==> config.mk <==
export PLATFORM = sky130hd
export DESIGN_NAME = main_mem_arbiter
export DESIGN_NICKNAME = d
export VERILOG_FILES = /design/src/rtl/main_mem_arbiter.sv
export SDC_FILE = /design/constraint.sdc
export NUM_CORES = 1
export LEC_CHECK = 0
export CAP_MARGIN = 40
export CORE_AREA = 2 2 289 291
export DETAILED_ROUTE_END_ITERATION = 8
export DIE_AREA = 0 0 291 293
export SLEW_MARGIN = 30
export SYNTH_ARGS = -nofsm -noshare
export SYNTH_HDL_FRONTEND = slang
export SYNTH_SLANG_ARGS = --single-unit
==> constraint.sdc <==
create_clock -name CLK -period 2.2 [get_ports CLK]
set_input_delay 0.22 -clock CLK [delete_from_list [all_inputs] [get_ports CLK]]
set_output_delay 0.22 -clock CLK [all_outputs]
set_load 0.02 [all_outputs]
==> src/rtl/main_mem_arbiter.sv <==
// main_mem_arbiter
//
// Serialises block transfers from an instruction cache and a data cache
// onto a single main-memory port. One transfer is in flight at a time;
// the other initiator is held on its BUSY_WAIT until the arbiter is free.
//
// Optional feature (compile-time macro): ARB_ROUND_ROBIN_EN
//   undefined : the data side always wins a same-cycle collision.
//   defined   : a collision goes to the side that did not win the previous
//               collision (data side wins the first one after reset).
//
// Ports
//   CLK, RESET                    clock, asynchronous active-low reset
//   INS_MEM_READ/ADDRESS          instruction-cache block read request
//   INS_MEM_READ_DATA/BUSY_WAIT   returned block / stall to instruction cache
//   DATA_MEM_READ/WRITE/ADDRESS   data-cache request (read+write = write)
//   DATA_MEM_WRITE_DATA           block to be written
//   DATA_MEM_READ_DATA/BUSY_WAIT  returned block / stall to data cache
//   MEM_READ/WRITE/ADDRESS        strobes and address to main memory
//   MEM_WRITE_DATA/READ_DATA      block to / from main memory
//   MEM_BUSY_WAIT                 main-memory stall
module main_mem_arbiter (
    input  logic         CLK,
    input  logic         RESET,
    input  logic         INS_MEM_READ,
    input  logic [27:0]  INS_MEM_ADDRESS,
    output logic [127:0] INS_MEM_READ_DATA,
    output logic         INS_MEM_BUSY_WAIT,
    input  logic         DATA_MEM_READ,
    input  logic         DATA_MEM_WRITE,
    input  logic [27:0]  DATA_MEM_ADDRESS,
    input  logic [127:0] DATA_MEM_WRITE_DATA,
    output logic [127:0] DATA_MEM_READ_DATA,
    output logic         DATA_MEM_BUSY_WAIT,
    output logic         MEM_READ,
    output logic         MEM_WRITE,
    output logic [27:0]  MEM_ADDRESS,
    output logic [127:0] MEM_WRITE_DATA,
    input  logic [127:0] MEM_READ_DATA,
    input  logic         MEM_BUSY_WAIT
);

    typedef enum logic [1:0] {IDLE, GRANT_I, GRANT_D, DONE} state_e;

    state_e         state_q, state_d;
    logic [27:0]    addr_q, addr_d;
    logic [127:0]   wdata_q, wdata_d;
    logic           write_q, write_d;
    logic           first_q, first_d;
    logic           ins_done_q, ins_done_d;
    logic           data_done_q, data_done_d;
    logic [127:0]   ins_rdata_q, ins_rdata_d;
    logic [127:0]   data_rdata_q, data_rdata_d;

    logic           ins_req;
    logic           data_req;
    logic           pick_data;
    logic           in_grant;

    assign ins_req  = INS_MEM_READ;
    assign data_req = DATA_MEM_READ | DATA_MEM_WRITE;

`ifdef ARB_ROUND_ROBIN_EN
    // Winner of the last contested grant; only collisions update it so that
    // uncontested traffic does not disturb the alternation.
    logic last_data_q, last_data_d;

    assign pick_data = data_req & (~ins_req | ~last_data_q);

    always_comb begin
        last_data_d = last_data_q;
        if (state_q == IDLE && ins_req && data_req) begin
            last_data_d = pick_data;
        end
    end

    always_ff @(posedge CLK or negedge RESET) begin
        if (!RESET) begin
            last_data_q <= 1'b0;
        end else begin
            last_data_q <= last_data_d;
        end
    end
`else
    assign pick_data = data_req;
`endif

    always_comb begin
        state_d      = state_q;
        addr_d       = addr_q;
        wdata_d      = wdata_q;
        write_d      = write_q;
        first_d      = 1'b0;
        ins_done_d   = 1'b0;
        data_done_d  = 1'b0;
        ins_rdata_d  = ins_rdata_q;
        data_rdata_d = data_rdata_q;

        case (state_q)
            IDLE: begin
                if (pick_data) begin
                    state_d = GRANT_D;
                    addr_d  = DATA_MEM_ADDRESS;
                    wdata_d = DATA_MEM_WRITE_DATA;
                    write_d = DATA_MEM_WRITE;
                    first_d = 1'b1;
                end else if (ins_req) begin
                    state_d = GRANT_I;
                    addr_d  = INS_MEM_ADDRESS;
                    write_d = 1'b0;
                    first_d = 1'b1;
                end
            end
            GRANT_I: begin
                // Memory stall is not yet meaningful on the first grant cycle.
                if (!first_q && !MEM_BUSY_WAIT) begin
                    state_d    = DONE;
                    ins_done_d = 1'b1;
                    // A requester that has walked away gets nothing written back.
                    if (ins_req) begin
                        ins_rdata_d = MEM_READ_DATA;
                    end
                end
            end
            GRANT_D: begin
                if (!first_q && !MEM_BUSY_WAIT) begin
                    state_d     = DONE;
                    data_done_d = 1'b1;
                    if (!write_q && data_req) begin
                        data_rdata_d = MEM_READ_DATA;
                    end
                end
            end
            DONE: begin
                state_d = IDLE;
            end
            default: begin
                state_d = IDLE;
            end
        endcase
    end

    always_ff @(posedge CLK or negedge RESET) begin
        if (!RESET) begin
            state_q      <= IDLE;
            addr_q       <= '0;
            wdata_q      <= '0;
            write_q      <= 1'b0;
            first_q      <= 1'b0;
            ins_done_q   <= 1'b0;
            data_done_q  <= 1'b0;
            ins_rdata_q  <= '0;
            data_rdata_q <= '0;
        end else begin
            state_q      <= state_d;
            addr_q       <= addr_d;
            wdata_q      <= wdata_d;
            write_q      <= write_d;
            first_q      <= first_d;
            ins_done_q   <= ins_done_d;
            data_done_q  <= data_done_d;
            ins_rdata_q  <= ins_rdata_d;
            data_rdata_q <= data_rdata_d;
        end
    end

    assign in_grant = (state_q == GRANT_I) || (state_q == GRANT_D);

    // write_q is only ever set for a data grant, so the strobes are exclusive.
    assign MEM_READ       = in_grant & ~write_q;
    assign MEM_WRITE      = in_grant & write_q;
    assign MEM_ADDRESS    = addr_q;
    assign MEM_WRITE_DATA = wdata_q;

    assign INS_MEM_READ_DATA  = ins_rdata_q;
    assign DATA_MEM_READ_DATA = data_rdata_q;
    assign INS_MEM_BUSY_WAIT  = ins_req & ~ins_done_q;
    assign DATA_MEM_BUSY_WAIT = data_req & ~data_done_q;

endmodule

# Word level (Yosys, flattened, before mapping)

Cells that the tools add are included.

Eq/ne operators: 5
Mux-type cells: 14
Bitwise gates (word level): 8
Reduce and logical (&&, ||, !) cells: 14

Operators by type and width:

| cell                                                             | number |
|---|---|
| 28-bit two-way mux                                               | 2 |
| 1-bit two-way mux                                                | 8 |
| 2-bit two-way mux                                                | 3 |
| 2-bit case mux with 3 select lines                               | 1 |
| 2-bit AND reduction                                              | 3 |
| 3-bit AND reduction                                              | 2 |
| 1-bit AND                                                        | 4 |
| 2-bit == test (second input constant)                            | 2 |
| 1-bit logical NOT                                                | 3 |
| 3-bit != test (second input constant)                            | 1 |
| 1-bit inverter                                                   | 3 |
| 2-bit by 1-bit == test with 1-bit output (second input constant) | 1 |
| 1-bit logical AND                                                | 2 |
| 2-bit logical NOT                                                | 1 |
| 2-bit by 1-bit != test with 1-bit output (second input constant) | 1 |
| 2-bit nonzero test                                               | 1 |
| 2-bit OR reduction                                               | 1 |
| 1-bit logical OR                                                 | 1 |
| 1-bit bitwise OR                                                 | 1 |

Register bits: 418
Input bits: 318
Output and inout bits: 416
Logic and storage cells: 50

# Logic depth before layout (Yosys ltp)

Word-level depth: 4
Mapped depth: 7
Gate-level depth less buffers: 5

# Worst setup path before layout

No wires, ideal clock.

Path type: register -> register
Start: register state_q[1]
End: register ins_rdata_q[107], in the netlist INS_MEM_READ_DATA[107]
Setup time: 0.125 ns
Arrival: 1.462 ns
Required time: 2.075 ns
Path slack: 0.613 ns
Cell stages (with the launch flop): 7
Buffers on the path: 2
Period minus slack after synthesis: 1.587 ns
Path through: dfrtp_1 > inv_1 > ha_1 > and3_1 > buf_2 > buf_4 > mux2_2

Cells in the longest elaborated chain, start to end: 2

RTL lines:

| what                                     | line | text |
|---|---|---|
| start, declared                          | 45   | `state_e state_q, state_d;` |
| start signal, assigned                   | 155  | `state_q <= state_d;` |
| 2-bit by 1-bit == test with 1-bit output | 99   | `case (state_q)` |
| 3-bit AND reduction (no source line)     | -    |  |
| end signal, assigned                     | 162  | `ins_rdata_q <= ins_rdata_d;` |
| end, declared                            | 52   | `logic [127:0] ins_rdata_q, ins_rdata_d;` |

Every way passes these cells.
A chain may end at the register's enable or synchronous reset.

# Worst setup path in the final report

Start: register state_q[1]
End: output port MEM_WRITE

Cells in the longest elaborated chain, start to end: 3
Elaborated cells on any way between the ends: 4
Those cells by class: 2 x eq/ne; 1 x bitwise; 1 x reduce/logical

RTL lines:

| what                                                                      | line | text |
|---|---|---|
| 2-bit by 1-bit == test with 1-bit output or 2-bit == test (tied branches) | 167  | `assign in_grant = (state_q == GRANT_I) \|\| (state_q == GRANT_D);` |
| 1-bit logical OR (*)                                                      | 167  |  |
| 1-bit AND (*)                                                             | 171  | `assign MEM_WRITE = in_grant & write_q;` |
| end, declared                                                             | 36   | `output logic MEM_WRITE,` |

Every way passes the cells marked *; elsewhere a longest branch is shown, timed or not.

==> flow_summary.toml <==
[clock_tree]
clock_latency_ns = 0.56
cts_tree = "done"
post_cts_buffers = 0
root_buffer = "clkbuf_16"
clk_pin_slew_ns = 0.06
clkSinkCount = 418
cts_max_path_buffers = 3
cts_htree_levels = 2
cts_made_buffers = 47

[worst_setup_path]
reg2reg_slack_ns = 0.38
cp_num_buf_inv = 2
critPathKind = "reg2out"
r2r_cells = 6
cp.depth = 4
timing.rr.start = "state_q[1]"
cp_max_fo = 5
worstPathCellList = "inv_1 -> ha_1 -> and2_1 -> clkdlybuf4s15_2"
critPathArrivalTime_ns = 1.81
reg2reg_to = "INS_MEM_READ_DATA[56]"
critPathTopFamily = "flip-flops"
cpPeakStageDelay_ns = 0.37
crit_path_end_kind = "primary output"
cp.required_ns = 1.98
worst_path_max_delay_cell = "dfrtp_1"
worstSetupStartpointType = "flop"

[logic_synthesis]
synth_top_family_by_area = "multiplexers"
synthXorXnorAreaFrac = 0
synth_warnings = 0
yosys.area_share.simple = 0.0122
ys_ff_latch = 418
synth_common_cells = "dfrtp_1, mux2_2, mux2i_1, nand2_1, o21ai_0"
syn_inst = 966
yosys.area.top_type = "dfrtp_1"
synth.top_cell.area_share = 0.657
synth_compound_area_frac = 0.0116
synthMuxAreaShare = 0.290
synth_cell_types = 23
async_flop_share = 1.00
ys.flop_type = "dfrtp_1"
synth_edf_count = 0
synth_area_leaders = "dfrtp_1, mux2_2, mux2i_1"
synthAdderAreaFrac = 0.00315
syn_nets = 1288
yosysMostFrequentCell = "dfrtp_1"
syn_area_mm2 = 0.0159
avgSynthCellArea_um2 = 16.5
seq_area_frac_synth = 0.657

[pwr]
power.leakage_nw = 10.9
ir_worst_vdd_v = 0.000870
power-per-cell-area_mw_per_mm2 = 1570

[final_layout]
fillers = 8025
final_nets = 2074
antennaDiodeCount = 0
finalCoreUtilization = 0.323
area_delta_synth_final_pct = 66.2
drive_above_1_share = 0.288
finalInstanceArea_mm2 = 0.0264

[die]
rows = 105
die_h_um = 293
dieArea_mm2 = 0.0853
core_area_mm2 = 0.0818
floorplan.initialDensity = 0.194
die-width_um = 291
io_pins = 734

[timing]
post-route-min-period_ns = 2.03
hold_viol = 0
fin_skew_ns = 0.0132
max_freq_mhz = 493
rsz0062_at_grt = "false"
fin_tns_setup_ns = 0
setup_viol = 0
maxSlewViolCount = 0
post-route-period-util = 0.922
slew_headroom = 0.565
fin_ws_ns = 0.171
tightest_slew_ns = 0.653

[placed_design]
dp_hpwl_mm = 39.9
place_congestion = 0.795
port-buffer-count = 733
dp_slack_ns = 0.0376
place_area_mm2 = 0.0250

[global_route]
grt_start_max_net_pins = 58
overflow = 0
grt_pass1_wl_mm = 77.6
grt_usage = 0.117
grt_antenna_before_repair = 2
grt_pass1_vias = 12400

[detailed_routing]
postRouteWirelength_mm = 51.4
drcViolationCount = 0
drtAntennaViolNets = 0
wl_per_cell_um = 18.0
drt_pre_antenna_iters = 4
vias = 10900
viasPerCell = 3.82
drt_iter0_markers = 254

[job]
drv_cap = 0

[outcome]
status = "finished clean"

[hold_path]
hold_path_class = "in2async"
routing by layer:
layer,global-route usage,share of wire,vias to the layer above
met4,0.0320,0.023,0
met2,0.215,0.52,443
met3,0.0376,0.073,70
li1,-,-,4978
met5,0,0,-
met1,0.130,0.38,5424
logic make-up (layout without fill, tap and decap cells):
kind of cell,after synthesis,in the layout
buf+inv,54,872
simple gates,43,43
flops,418,418
compound gates,34,34
fa+ha+maj,4,4
mux,413,413
how the worst max path moves through the flow:
stage / from / to / slack [ns]
finish: state_q[1] / MEM_WRITE / 0.17
global route: state_q[1] / MEM_WRITE / 0.03
CTS: state_q[0] / MEM_READ / 0.008
floorplan: state_q[1] / INS_MEM_READ_DATA[107] / 0.61
detailed placement: DATA_MEM_WRITE / DATA_MEM_READ_DATA[37] / 0.04
global placement: DATA_MEM_WRITE / DATA_MEM_READ_DATA[43] / 0.05
sequential cells by signal (all words and copies together) (netlist names):
name and flops:
MEM_ADDRESS 28, data_done_q 1, first_q 1, write_q 1, ins_done_q 1, INS_MEM_READ_DATA 128
DATA_MEM_READ_DATA 128, MEM_WRITE_DATA 128, state_q 2
layout make-up:
cell class	instances	area, um2	area share
tap	1070	1340	0.0506
clock inverter	12	141	0.00535
inverter	3	11.3	0.000426
clock buffer	69	1320	0.0499
multi-input combinational	494	5080	0.192
timing repair buffer	788	8090	0.306
sequential	418	10500	0.396
layout by cell type (no fill, tap or decap), types with 2 or more instances in the layout:
master           synthesis  final
clkdlybuf4s50_1          0    728
dfrtp_1                418    418
mux2_2                 384    384
clkbuf_16                0     47
mux2i_1                 29     29
buf_4                   27     29
nand2_1                 29     28
o21ai_0                 28     28
buf_12                   0     27
clkbuf_1                 3     16
clkinv_2                 0      7
clkbuf_8                 0      6
ha_1                     4      4
inv_1                    3      3
nor2b_1                  3      3
and2_1                   3      3
bufinv_16                0      3
nor2_1                   3      2
a21oi_1                  2      2
a22o_1                   2      2
where the power goes:
group | total [mW] | internal [mW] | switching, mW
sequential | 13.7 | 11.6 | 2.09
combinational | 20.2 | 10.7 | 9.47
clock | 7.56 | 4.48 | 3.08
total | 41.5 | 26.8 | 14.6
metrics by stage:
step           std cells  power (mW)  hold slack (ns)
6_report            2854        41.5            0.260
5_1_grt             2854        43.6            0.229
4_1_cts             2854        42.2            0.218
3_5_place_dp        2772        34.3            0.269
3_3_place_gp        2772        33.9            0.263
2_1_floorplan        966        23.4          -0.0756
timing repair:
action,4_1_cts,5_1_grt
pin swaps,0,0
setup endpoints to repair,2,1
resized for setup,4,2
hold buffers,1,0
endpoints found under the hold margin,40,0
worst reg2reg max path: stages, from the launching register on:
cell and delay [ns]:
dfrtp_1 0.40, inv_1 0.11, ha_1 0.17, and3_4 0.23
buf_12 0.19, buf_12 0.26, mux2_2 0.36
Note: power is estimated with default switching activity, not from simulation.
